## src/rtl/axis_result_packer.sv

```systemverilog
// ---------------------------------------------------------------------------
// axis_result_packer
//
// Sits between the PPU and the DMA TX stream. The PPU delivers one quantised
// result row per in_valid and cannot be stalled. Each row is held in a small
// FIFO and then sent as IN_WIDTH/OUT_WIDTH AXI-Stream beats, least
// significant slice first. tlast marks the final beat of the tile.
//
// Only the last K-tile of a tile carries real results. For earlier K-tiles,
// which hold partial sums, rows are counted and then thrown away.
//
// Parameters:
//   IN_WIDTH    row width from the PPU (lanes x 8 bit)
//   OUT_WIDTH   AXIS data width; IN_WIDTH must be a multiple of it
//   FIFO_DEPTH  number of row slots (power of 2, >= 2)
//   ROW_W       width of the row counters
//
// Ports:
//   clk, rst_n        single clock, asynchronous active-low reset
//   i_start           one-cycle pulse that arms a tile while idle
//   cfg_m_rows        number of rows expected in the tile (M)
//   cfg_last_tile     1 = forward rows, 0 = count and discard
//   in_valid/in_data  PPU row strobe and row data
//   axis_out_*        AXI-Stream master (tdata/tvalid/tready/tlast)
//   o_busy            high while a tile is running
//   o_done            one-cycle pulse when a tile completes
//   o_overflow        sticky flag for dropped rows
//
// Optional feature macro: RESULT_PACKER_OVF_EN
//   Defined   : o_overflow is set when any row is dropped. It stays set until
//               the next accepted i_start or a reset.
//   Undefined : o_overflow is tied to 0. Rows are still dropped in the same way.
// ---------------------------------------------------------------------------
module axis_result_packer #(
  parameter int IN_WIDTH   = 128,
  parameter int OUT_WIDTH  = 64,
  parameter int FIFO_DEPTH = 4,
  parameter int ROW_W      = 16
) (
  input  logic                 clk,
  input  logic                 rst_n,
  input  logic                 i_start,
  input  logic [ROW_W-1:0]     cfg_m_rows,
  input  logic                 cfg_last_tile,
  input  logic                 in_valid,
  input  logic [IN_WIDTH-1:0]  in_data,
  output logic [OUT_WIDTH-1:0] axis_out_tdata,
  output logic                 axis_out_tvalid,
  input  logic                 axis_out_tready,
  output logic                 axis_out_tlast,
  output logic                 o_busy,
  output logic                 o_done,
  output logic                 o_overflow
);

  localparam int R  = IN_WIDTH / OUT_WIDTH;
  localparam int BW = (R > 1) ? $clog2(R) : 1;
  localparam int PW = (FIFO_DEPTH > 1) ? $clog2(FIFO_DEPTH) : 1;
  localparam int CW = PW + 1;
  localparam logic [BW-1:0] LAST_BEAT = BW'(R - 1);
  localparam logic [CW-1:0] DEPTH_C   = CW'(FIFO_DEPTH);

  typedef enum logic {
    S_IDLE,
    S_RUN
  } state_t;

  state_t              r_state;
  logic [ROW_W-1:0]    r_m_rows;
  logic [ROW_W-1:0]    r_in_cnt;
  logic                r_last_tile;
  logic [IN_WIDTH-1:0] r_mem [FIFO_DEPTH];
  logic [PW-1:0]       r_wr_ptr;
  logic [PW-1:0]       r_rd_ptr;
  logic [CW-1:0]       r_count;
  logic [BW-1:0]       r_beat_idx;
  logic                r_done;

  logic                w_run;
  logic                w_row_acc;
  logic                w_push_req;
  logic                w_full;
  logic                w_tvalid;
  logic                w_last_beat;
  logic                w_pop;
  logic                w_push;
  logic                w_tlast;
  logic                w_complete;
  logic [IN_WIDTH-1:0] w_head;

  assign w_run      = (r_state == S_RUN);
  // A row counts toward M only while the tile is still short of M rows.
  // Extra strobes after that are ignored.
  assign w_row_acc  = w_run && in_valid && (r_in_cnt < r_m_rows);
  assign w_push_req = w_row_acc && r_last_tile;

  assign w_full      = (r_count == DEPTH_C);
  assign w_tvalid    = (r_count != '0);
  assign w_last_beat = (r_beat_idx == LAST_BEAT);
  assign w_pop       = w_tvalid && axis_out_tready && w_last_beat;
  // When the FIFO is full, the slot freed by this cycle's final-beat pop is
  // handed straight to the incoming row. That row is therefore not dropped.
  assign w_push      = w_push_req && (!w_full || w_pop);

  // tlast may rise only when no further row can follow the head row.
  // After in_cnt reaches M no push can occur, so tlast stays stable
  // while the sink stalls.
  assign w_tlast = w_tvalid && w_last_beat && (r_count == CW'(1)) &&
                   (r_in_cnt == r_m_rows);

  // Completion rules:
  //   forwarding tile : the tlast beat is accepted, or every stored row was
  //                     dropped (FIFO empty with M rows seen), so no tlast
  //                     can ever happen
  //   discarding tile : the Mth row is counted
  assign w_complete = w_run &&
                      (r_last_tile ?
                        ((w_tlast && axis_out_tready) ||
                         ((r_count == '0) && (r_in_cnt == r_m_rows))) :
                        (w_row_acc && ((r_in_cnt + 1'b1) == r_m_rows)));

  assign w_head = r_mem[r_rd_ptr];

  // Pick the current beat's slice out of the head row. tdata is forced to 0
  // when nothing is valid, so the unreset FIFO storage never shows on the bus.
  always_comb begin
    axis_out_tdata = '0;
    for (int b = 0; b < R; b++) begin
      if (w_tvalid && (r_beat_idx == BW'(b))) begin
        axis_out_tdata = w_head[b*OUT_WIDTH +: OUT_WIDTH];
      end
    end
  end

  assign axis_out_tvalid = w_tvalid;
  assign axis_out_tlast  = w_tlast;
  assign o_busy          = w_run;
  assign o_done          = r_done;

  // Row storage. It is not reset because the pointers and count define
  // which entries are valid.
  always_ff @(posedge clk) begin
    if (w_push) begin
      r_mem[r_wr_ptr] <= in_data;
    end
  end

  // Control: FIFO pointers, beat sequencing, tile FSM and the done pulse.
  always_ff @(posedge clk or negedge rst_n) begin
    if (!rst_n) begin
      r_state     <= S_IDLE;
      r_m_rows    <= '0;
      r_in_cnt    <= '0;
      r_last_tile <= 1'b0;
      r_wr_ptr    <= '0;
      r_rd_ptr    <= '0;
      r_count     <= '0;
      r_beat_idx  <= '0;
      r_done      <= 1'b0;
    end else begin
      r_done <= 1'b0;

      if (w_push) begin
        r_wr_ptr <= r_wr_ptr + 1'b1;
      end
      if (w_pop) begin
        r_rd_ptr <= r_rd_ptr + 1'b1;
      end
      r_count <= r_count + CW'(w_push) - CW'(w_pop);

      if (w_tvalid && axis_out_tready) begin
        r_beat_idx <= w_last_beat ? '0 : r_beat_idx + 1'b1;
      end

      case (r_state)
        S_IDLE: begin
          if (i_start) begin
            r_m_rows    <= cfg_m_rows;
            r_last_tile <= cfg_last_tile;
            r_in_cnt    <= '0;
            r_beat_idx  <= '0;
            // An empty tile completes at once, without entering RUN.
            if (cfg_m_rows == '0) begin
              r_done <= 1'b1;
            end else begin
              r_state <= S_RUN;
            end
          end
        end
        S_RUN: begin
          if (w_row_acc) begin
            r_in_cnt <= r_in_cnt + 1'b1;
          end
          if (w_complete) begin
            r_state <= S_IDLE;
            r_done  <= 1'b1;
          end
        end
        default: r_state <= S_IDLE;
      endcase
    end
  end

`ifdef RESULT_PACKER_OVF_EN
  logic w_drop;
  logic r_overflow;

  // A row is dropped when it should have been forwarded but found no free slot.
  assign w_drop = w_push_req && !w_push;

  // Sticky drop flag. It is cleared only when a new tile is accepted.
  always_ff @(posedge clk or negedge rst_n) begin
    if (!rst_n) begin
      r_overflow <= 1'b0;
    end else if ((r_state == S_IDLE) && i_start) begin
      r_overflow <= 1'b0;
    end else if (w_drop) begin
      r_overflow <= 1'b1;
    end
  end

  assign o_overflow = r_overflow;
`else
  assign o_overflow = 1'b0;
`endif

endmodule

```

## config.mk

```make
export PLATFORM = sky130hd
export DESIGN_NAME = axis_result_packer
export DESIGN_NICKNAME = d
export VERILOG_FILES = /design/src/rtl/axis_result_packer.sv
export SDC_FILE = /design/constraint.sdc
export NUM_CORES = 1
export LEC_CHECK = 0
export CORE_ASPECT_RATIO = 1.75
export CORE_MARGIN = 5
export CORE_UTILIZATION = 25
export CTS_CLUSTER_SIZE = 40
export DETAILED_ROUTE_END_ITERATION = 6
export PLACE_DENSITY = 0.37
export SLEW_MARGIN = 10
export SYNTH_ARGS = -nofsm -noshare
export SYNTH_HDL_FRONTEND = slang
export SYNTH_SLANG_ARGS = --single-unit
```

## constraint.sdc

```tcl
create_clock -name clk -period 11.67 [get_ports clk]
set_clock_uncertainty 0.1 [all_clocks]
set_input_delay 1.7505 -clock clk [delete_from_list [all_inputs] [get_ports clk]]
set_output_delay 1.7505 -clock clk [all_outputs]
set_load 0.05 [all_outputs]
```

==> flow_summary.toml, run 1 <==
[routing]
drt-initial-drc-count = 505
drtAntennaViolNets = 0
firstDrtPassIters = 6
num_vias = 11253
drt-wirelength-per-cell_um = 22.2
finalWirelength_um = 57700
via_per_inst = 4.34
drc_errors = 0

[worst_setup_path]
r2r_start = "r_beat_idx"
start_kind = "flop"
crit_arrival_ns = 4.08
path_class = "reg -> out"
cp_slowest_cell = "dfrtp_4"
crit_required_ns = 9.82
crit_path_end_kind = "output port"
ff2ff_path_depth = 6
r2r_end = "r_mem[0][10]"
cp_max_fo = 41
slowest_delay_ns = 0.91
reg2reg_setup_slack_ns = 7.09
critical_path.cell_chain = "buf_4, mux4_2, mux2i_1, nor2_1, clkdlybuf4s50_1"

[power_and_ir_drop]
power_switching_mw = 2.59
p_seq_share_pct = 36.9
ir_drop_mv = 0.188
p_int_mw = 4.43
powerDensity_mw_per_mm2 = 255
switching_share_pct = 36.9
pwr-share-comb_pct = 37.7
power_frac_clock_pct = 25.4
leakagePower_nw = 9.05

[placed_design]
gp_congestion = 0.706
port_buffers = 217
dp.cells = 2487
place_area_mm2 = 0.0258
hpwl_um = 34500
post-place-ws_ns = 5.97

[layout]
fin_cells = 2595
fin_nets = 1552
area_growth_pct = 24.0
drive_gt1_share_pct = 17.6
final_area_mm2 = 0.0276

[global_route]
grt_pass1_wl_um = 85500
grt_pass1_vias = 12703
grt_overflow = 0
antenna_found_initial = 14
grt_max_degree = 51
groute.usage.overall_pct = 11.9

[synth]
yosysUniqueCellTypes = 57
yosys_warnings = 0
synth_top_area_share_pct = 69.1
syn_nets = 1317
yosysSeqAreaShare_pct = 74.0
synthFlopType = "edfxtp_1"
synth_seq_cells = 555
syn_area_mm2 = 0.0222
yosys.area.top_type = "edfxtp_1"
synth-edff-count = 512
synth_area_leaders = "edfxtp_1, mux4_2, dfrtp_1"
async_flop_share_pct = 7.75
synthesis.instances = 1143
syn_area_per_cell_um2 = 19.5

[timing]
setup_viol = 0
period_minus_slack_ns = 5.94
finalWorstSetupSlack_ns = 5.73
tightest_slew_ns = 0.995
finalSetupTns_ns = 0
final_max_slew_viol_count = 0
rsz0062_at_grt = "no"
hold_violations = 0
period_share_pct = 50.9
slew_headroom_pct = 33.7
max_freq_mhz = 168
hold_ws_ns = 0.452

[clock_network]
cts_max_path_buffers = 3
root_buffer = "clkbuf_16"
cts-htree-levels = 2
clock_latency_ns = 0.61
clock_sinks = 555
cts_hold_buffers = 0
post-cts-setup-buffers = 0
cts_tree = "done"
cts_made_buffers = 57
clk_pin_slew_ns = 0.07
cts_repair_resize_count = 0

[die]
io_pins = 219
core-area_mm2 = 0.0881
rows = 144
die_w_um = 235
dieArea_mm2 = 0.0952
start_util_pct = 25.2
chipHeight_um = 405

[hold_path]
min_from = "r_m_rows[0]"
worstHoldPathCells = 1
hold_class = "reg -> reg"
hold_end = "r_m_rows[0]"

[job]
maxCapViolations = 0

[status]
outcome = "finished, final reports clean"
-- synthesized netlist by cell type (2+ instances only) --
| cell | count |
|---|---|
| o21ai_1 | 5 |
| a31oi_1 | 3 |
| a21oi_1 | 11 |
| xor2_1 | 8 |
| buf_1 | 14 |
| nor3_1 | 6 |
| a2111oi_0 | 2 |
| clkbuf_1 | 26 |
| nor2b_1 | 5 |
| o31ai_1 | 14 |
| and3_1 | 2 |
| nand3_1 | 11 |
| nand2b_1 | 4 |
| buf_2 | 16 |
| dfrtp_1 | 43 |
| inv_1 | 25 |
| and4_1 | 2 |
| nand4_1 | 6 |
| xnor2_1 | 18 |
| a21o_1 | 2 |
| or4_1 | 3 |
| nor2_1 | 80 |
| ha_1 | 23 |
| nand2_1 | 34 |
| o21ai_0 | 35 |
| mux2i_1 | 65 |
| edfxtp_1 | 512 |
| nor4_1 | 6 |
| mux4_2 | 128 |
| and2_1 | 6 |
| buf_6 | 2 |
-- metal layers --
layer	share of wire (%)	wire length [um]	track usage, %	vias to the layer above
li1	-	-	-	5070
met1	40	23100	14.0	5839
met2	52	30100	21.6	233
met3	5.3	3070	3.18	93
met4	2.3	1310	3.15	18
met5	0.21	122	0	-
-- sequential cells by signal, indices dropped and copies added, names as in the netlist --
name and flops:
r_count 3, r_mem 512, o_busy 1, r_beat_idx 1
r_m_rows 16, r_rd_ptr 2, o_done 1, r_last_tile 1
r_in_cnt 16, r_wr_ptr 2
-- critical path: cells and delay by family (launching register included) --
family,cells,cell delay (ns)
buf+inv,2,1.56
mux,2,0.86
simple gates,1,0.08
flops,1,0.91
-- how the worst max path moves through the flow --
stage           startpoint  cells past startpoint                 end  slack (ns)
6_report       r_rd_ptr[0]                      5  axis_out_tdata[28]        5.73
5_1_grt        r_rd_ptr[0]                      5  axis_out_tdata[28]        5.33
4_1_cts        r_rd_ptr[0]                      5   axis_out_tdata[7]        5.42
3_5_place_dp      in_valid                      9        r_mem[1][55]        5.97
3_3_place_gp      in_valid                      9       r_mem[1][121]        5.93
2_1_floorplan     in_valid                      8         r_mem[0][0]        5.16
-- cell usage in the layout (no fill, tap or decap), types with 3 or more instances in the layout --
cell | synthesis | routed
edfxtp_1 | 512 | 512
clkbuf_1 | 26 | 6
clkdlybuf4s50_1 | 0 | 216
nor4_1 | 6 | 6
a21oi_1 | 11 | 11
nor2b_1 | 5 | 5
o21ai_1 | 5 | 5
mux2i_1 | 65 | 65
or4_1 | 3 | 3
buf_4 | 1 | 18
bufinv_16 | 0 | 4
clkinv_1 | 0 | 11
a31oi_1 | 3 | 3
nand3_1 | 11 | 11
nand2b_1 | 4 | 4
clkinv_2 | 0 | 16
nor2_1 | 80 | 80
inv_1 | 25 | 25
o21ai_0 | 35 | 35
diode_2 | 0 | 3
nand4_1 | 6 | 6
clkbuf_16 | 0 | 57
mux4_2 | 128 | 128
xor2_1 | 8 | 8
clkinvlp_4 | 0 | 5
nand2_1 | 34 | 34
nor3_1 | 6 | 5
xnor2_1 | 18 | 18
and2_4 | 1 | 5
dfrtp_4 | 0 | 3
ha_1 | 23 | 23
o31ai_1 | 14 | 14
dfrtp_1 | 43 | 40
-- cell type report --
type	instances	area (um2)
diodes	3	7.51
flip-flops and latches	555	16500
fillers	8588	60500
well taps	1168	1460
repair buffers	235	2300
clock inverters	41	334
clock buffers	64	1460
inverters	25	93.8
multi-input cells	504	5450
-- metrics by stage --
step	power (mW)	util [%]
after global routing	7.40	31.3
final	7.02	31.3
after global placement	5.40	29.2
after CTS	7.22	31.3
after floorplan	4.42	-
after detailed placement	5.39	29.2
-- power groups by stage --
stage / Sequential [mW] / Clock [mW] / Combinational, mW
after floorplan: 2.53 / 0 / 1.89
after global placement: 2.64 / 0 / 2.76
after detailed placement: 2.65 / 0 / 2.75
after CTS: 2.61 / 1.86 / 2.76
after global routing: 2.62 / 1.93 / 2.84
final: 2.59 / 1.78 / 2.65
-- cell families (layout without fill, tap and decap cells) --
logic type      after synthesis  in the layout  share of synthesized area, %
xor+xnor                     26             26                          1.02
flops                       555            555                          74.0
buf+inv                      84            365                          1.59
fa+ha+maj                    25             25                          1.43
simple gates                173            173                          3.65
other cells                   1              4                        0.0169
compound gates               85             85                          2.36
mux                         194            194                          15.9
Note: power is estimated with default switching activity, not from simulation.
==> inputs of run 2 (changes only) <==
Settings changed: PLACE_DENSITY 0.37 to 0.39.
Clock period 11.67 ns to 4.8 ns, I/O delays scaled along.
==> flow_summary.toml, run 2 (synthesis results as in run 1) <==
[status]
outcome = "finished, final reports clean"

[layout]
largest_register_ffs = 512
drive_gt1_share_pct = 18.4
final_cell_mix = "edfxtp_1, clkdlybuf4s50_1, mux4_2"
reg_top3 = "r_mem (512), r_in_cnt (16), r_m_rows (16)"
final_core_util_pct = 31.7
final_common_cell = "edfxtp_1"
regMostFlops = "r_mem"
fin_nets = 1572
area_growth_pct = 25.7
final_area_mm2 = 0.0279

[die]
rows = 144
chipHeight_um = 405
dieArea_mm2 = 0.0952
core-area_mm2 = 0.0881
io_pins = 219
die_w_um = 235
start_util_pct = 25.2

[power_and_ir_drop]
power_switching_mw = 6.30
pwr-share-comb_pct = 38.6
power_frac_clock_pct = 24.7
p_seq_share_pct = 36.7
finalPower_mw = 17.2
powerDensity_mw_per_mm2 = 616
switching_share_pct = 36.6
p_int_mw = 10.9
leakagePower_nw = 9.21
ir_drop_mv = 0.406

[worst_setup_path]
slowest_delay_ns = 0.80
cp_slowest_cell = "dfrtp_4"
critical_path.cell_chain = "buf_4, mux4_2, mux2i_1, nor2_1, clkdlybuf4s50_1"
cp_max_fo = 23
cp_top_family = "buffers and inverters"
crit_required_ns = 3.98
crit_path_end_kind = "output port"
start_kind = "flop"
crit_arrival_ns = 3.54
path_class = "reg -> out"
critPathBufInv = 2

[hold_path]
hold_class = "reg -> reg"

[timing]
period_share_pct = 90.9
hold_violations = 0
period_minus_slack_ns = 4.36
rsz0062_at_grt = "no"
final_max_slew_viol_count = 0
setup_viol = 0
max_freq_mhz = 229
slew_headroom_pct = 37.2
finalSetupTns_ns = 0
tightest_slew_ns = 0.942

[placed_design]
port_buffers = 217
place_area_mm2 = 0.0262
hpwl_um = 37400
gp_congestion = 0.758

[routing]
drt-wirelength-per-cell_um = 22.3
drc_errors = 0
drtAntennaViolNets = 0
finalWirelength_um = 58400
drt-initial-drc-count = 572
num_vias = 11373
firstDrtPassIters = 5
via_per_inst = 4.35

[clock_network]
post-cts-setup-buffers = 0
cts_made_buffers = 55
clock_latency_ns = 0.61
root_buffer = "clkbuf_16"
cts_repair_resize_count = 0
cts_max_path_buffers = 3
cts-htree-levels = 2
cts_tree = "done"
clk_pin_slew_ns = 0.06
clock_sinks = 555

[global_route]
antenna_found_initial = 9
grt_pass1_vias = 12693
grt_overflow = 0
grt_max_degree = 65
groute.usage.overall_pct = 12.1
grt_pass1_wl_um = 87300

[job]
maxCapViolations = 0
==> run 2: repair_timing <==
action | in CTS | in global routing
hold buffers | 1 | 0
endpoints found under the setup margin | 0 | 0
hold endpoints to repair | 19 | 0
==> run 2: metrics by stage <==
step	hold slack (ns)	setup WS (ns)	instances
floorplan	0.324	0.669	1143
global placement	0.437	0.978	2508
detailed placement	0.424	0.977	2508
CTS	0.437	0.286	2611
global route	0.456	0.214	2611
finish	0.436	0.438	2614
==> run 2: worst register-to-register path: stages, from the launching register on <==
cell	delay (ns)
dfrtp_1	0.64
ha_1	0.36
a41o_1	0.24
a21oi_1	0.17
nor3_1	0.10
or4_1	0.55
nor2_4	0.25
and2_4	0.55
buf_4	0.35
==> run 2: area by class of cell <==
cell class                      count  area [um2]
Inverter                           25        93.8
Tap cell                         1168        1460
Timing Repair Buffer              257        2720
Clock inverter                     34         324
Antenna cell                        3        7.51
Sequential cell                   555       16500
Multi-Input combinational cell    504        5450
Fill cell                        8515       60200
Clock buffer                       68        1440
==> run 2: power groups by stage <==
stage	logic (mW)	clock network (mW)	registers (mW)
2_1_floorplan	4.60	0	6.10
3_3_place_gp	6.89	0	6.42
3_5_place_dp	6.86	0	6.44
4_1_cts	6.88	4.43	6.34
5_1_grt	7.12	4.65	6.38
6_report	6.65	4.25	6.31
==> run 2: path summary, 6_finish.rpt <==
check	start	endpoint	slack [ns]	depth (start not counted)
hold reg to reg	r_in_cnt[15]	r_in_cnt[15]	0.44	1
setup / recovery	r_rd_ptr[0]	axis_out_tdata[3]	0.44	5
max in group asynchronous	rst_n	r_rd_ptr[1]	3.33	3
setup reg to reg	r_in_cnt[7]	r_mem[3][110]	1.17	8
hold / removal	r_in_cnt[15]	r_in_cnt[15]	0.44	1
min in group asynchronous	rst_n	r_in_cnt[4]	0.51	2
==> run 2: layer usage <==
metal / routed length [um] / GRT usage (%) / part of all wire (%)
met1: 24100 / 14.9 / 41
met2: 30100 / 21.5 / 52
met3: 2940 / 3.08 / 5.0
met4: 1140 / 3.04 / 2.0
met5: 69 / 0 / 0.12
==> inputs of run 3 (changes only) <==
Settings changed: CORE_ASPECT_RATIO 1.75 to 2, TNS_END_PERCENT set to 50.
==> flow_summary.toml, run 3 (synthesis results as in run 1) <==
[status]
outcome = "finished, final reports clean"

[global_route]
antenna_found_initial = 14
groute.usage.overall_pct = 12.3
grt_pass1_vias = 12864
grt_overflow = 0
grt_max_degree = 65
grt_pass1_wl_um = 87800

[worst_setup_path]
slowest_delay_ns = 0.95
cp_max_fo = 33
crit_arrival_ns = 3.54
critical_path.cell_chain = "buf_12, mux4_2, mux2i_1, nor2_1, clkdlybuf4s50_1"
cp_slowest_cell = "dfrtp_4"
crit_required_ns = 3.98
crit_path_end_kind = "output port"
reg2reg_setup_slack_ns = 1.15
cp_top_family = "buffers and inverters"
critPathBufInv = 2
path_class = "reg -> out"
start_kind = "flop"

[layout]
final_common_cell = "edfxtp_1"
largest_register_ffs = 512
area_growth_pct = 25.1
reg_top3 = "r_mem (512), r_in_cnt (16), r_m_rows (16)"
drive_gt1_share_pct = 17.7
regMostFlops = "r_mem"
fin_nets = 1565
final_area_mm2 = 0.0278
final_core_util_pct = 31.5
final_cell_mix = "edfxtp_1, clkdlybuf4s50_1, mux4_2"

[job]
maxCapViolations = 0

[timing]
period_share_pct = 90.9
tightest_slew_ns = 1.02
slew_headroom_pct = 31.7
max_freq_mhz = 229
rsz0062_at_grt = "no"
period_minus_slack_ns = 4.36
finalSetupTns_ns = 0
setup_viol = 0
hold_violations = 0
final_max_slew_viol_count = 0

[routing]
drtAntennaViolNets = 0
dr_wl_met2_um = 32300
firstDrtPassIters = 4
drt-initial-drc-count = 492
num_vias = 11365
wl_met3_um = 2710
drc_errors = 0
finalWirelength_um = 59400
via_per_inst = 4.36
m1WireLength_um = 22900
drt-wirelength-per-cell_um = 22.8
top_layer = "met5"

[clock_network]
clk_pin_slew_ns = 0.06
cts_tree = "done"
clock_sinks = 555
cts_made_buffers = 54
cts_hold_buffers = 0
clock_latency_ns = 0.61
cts-htree-levels = 2
cts_repair_resize_count = 0
post-cts-setup-buffers = 0
root_buffer = "clkbuf_16"
cts_max_path_buffers = 3

[die]
die_w_um = 221
start_util_pct = 25.2
core-area_mm2 = 0.0882
rows = 154
io_pins = 219
chipHeight_um = 432
dieArea_mm2 = 0.0954

[placed_design]
gp_congestion = 0.722
place_area_mm2 = 0.0261
hpwl_um = 38000
port_buffers = 217

[power_and_ir_drop]
powerDensity_mw_per_mm2 = 615
ir_drop_mv = 0.566
leakagePower_nw = 9.15

[hold_path]
hold_class = "in -> async"
==> run 3: changes by cell type in the layout (fill, tap and decap cells not counted), moves of 2 or more <==
cell        delta
clkinv_1       +5
buf_12         -2
buf_4          -3
clkinv_2       -3
clkinv_4       -2
clkinvlp_4     -2
bufinv_16      -2
clkbuf_1       -4
==> run 3: worst paths after layout <==
kind                             start                 end  cells after the start
setup / recovery           r_rd_ptr[0]  axis_out_tdata[60]                      5
hold / removal                   rst_n         r_m_rows[6]                      1
setup reg to reg           r_in_cnt[7]        r_mem[1][13]                      8
hold reg to reg            r_m_rows[0]         r_m_rows[0]                      1
max in group asynchronous        rst_n         r_rd_ptr[0]                      2
min in group clk           r_m_rows[0]         r_m_rows[0]                      1
==> run 3: layout make-up <==
cell class | count | area [um2]
well taps | 1170 | 1460
flip-flops and latches | 555 | 16500
repair buffers | 251 | 2650
multi-input cells | 504 | 5450
clock buffers | 65 | 1450
inverters | 25 | 93.8
fillers | 8792 | 60400
diodes | 4 | 10.0
clock inverters | 31 | 246
==> run 3: layer usage <==
layer  vias up  GRT usage, %
li1       5087             -
met1      5933          13.8
met2       250          23.1
met3        81          2.74
met4        14          3.69
met5         -             0
==> run 3: metrics by stage <==
step / power [mW] / std cells / setup slack (ns) / hold WS (ns)
2_1_floorplan: 10.7 / 1143 / -0.765 / 0.324
3_3_place_gp: 13.3 / 2505 / 0.905 / 0.423
3_5_place_dp: 13.3 / 2505 / 0.909 / 0.422
4_1_cts: 17.6 / 2601 / 0.200 / 0.0274
5_1_grt: 18.0 / 2602 / 0.131 / 0.0605
6_report: 17.1 / 2605 / 0.438 / 0.0639
==> run 3: power by group <==
group / switching, mW / internal [mW]
Sequential: 0.487 / 5.87
Clock: 1.84 / 2.30
Combinational: 3.95 / 2.66
==> run 3: worst register-to-register path, stage by stage, from the launching register on <==
cell and delay [ns]:
dfrtp_1 0.60, ha_1 0.34, a41o_1 0.24, a21oi_1 0.20, nor3_1 0.10, or4_1 0.54
nor2_4 0.29, and2_4 0.52, buf_12 0.33
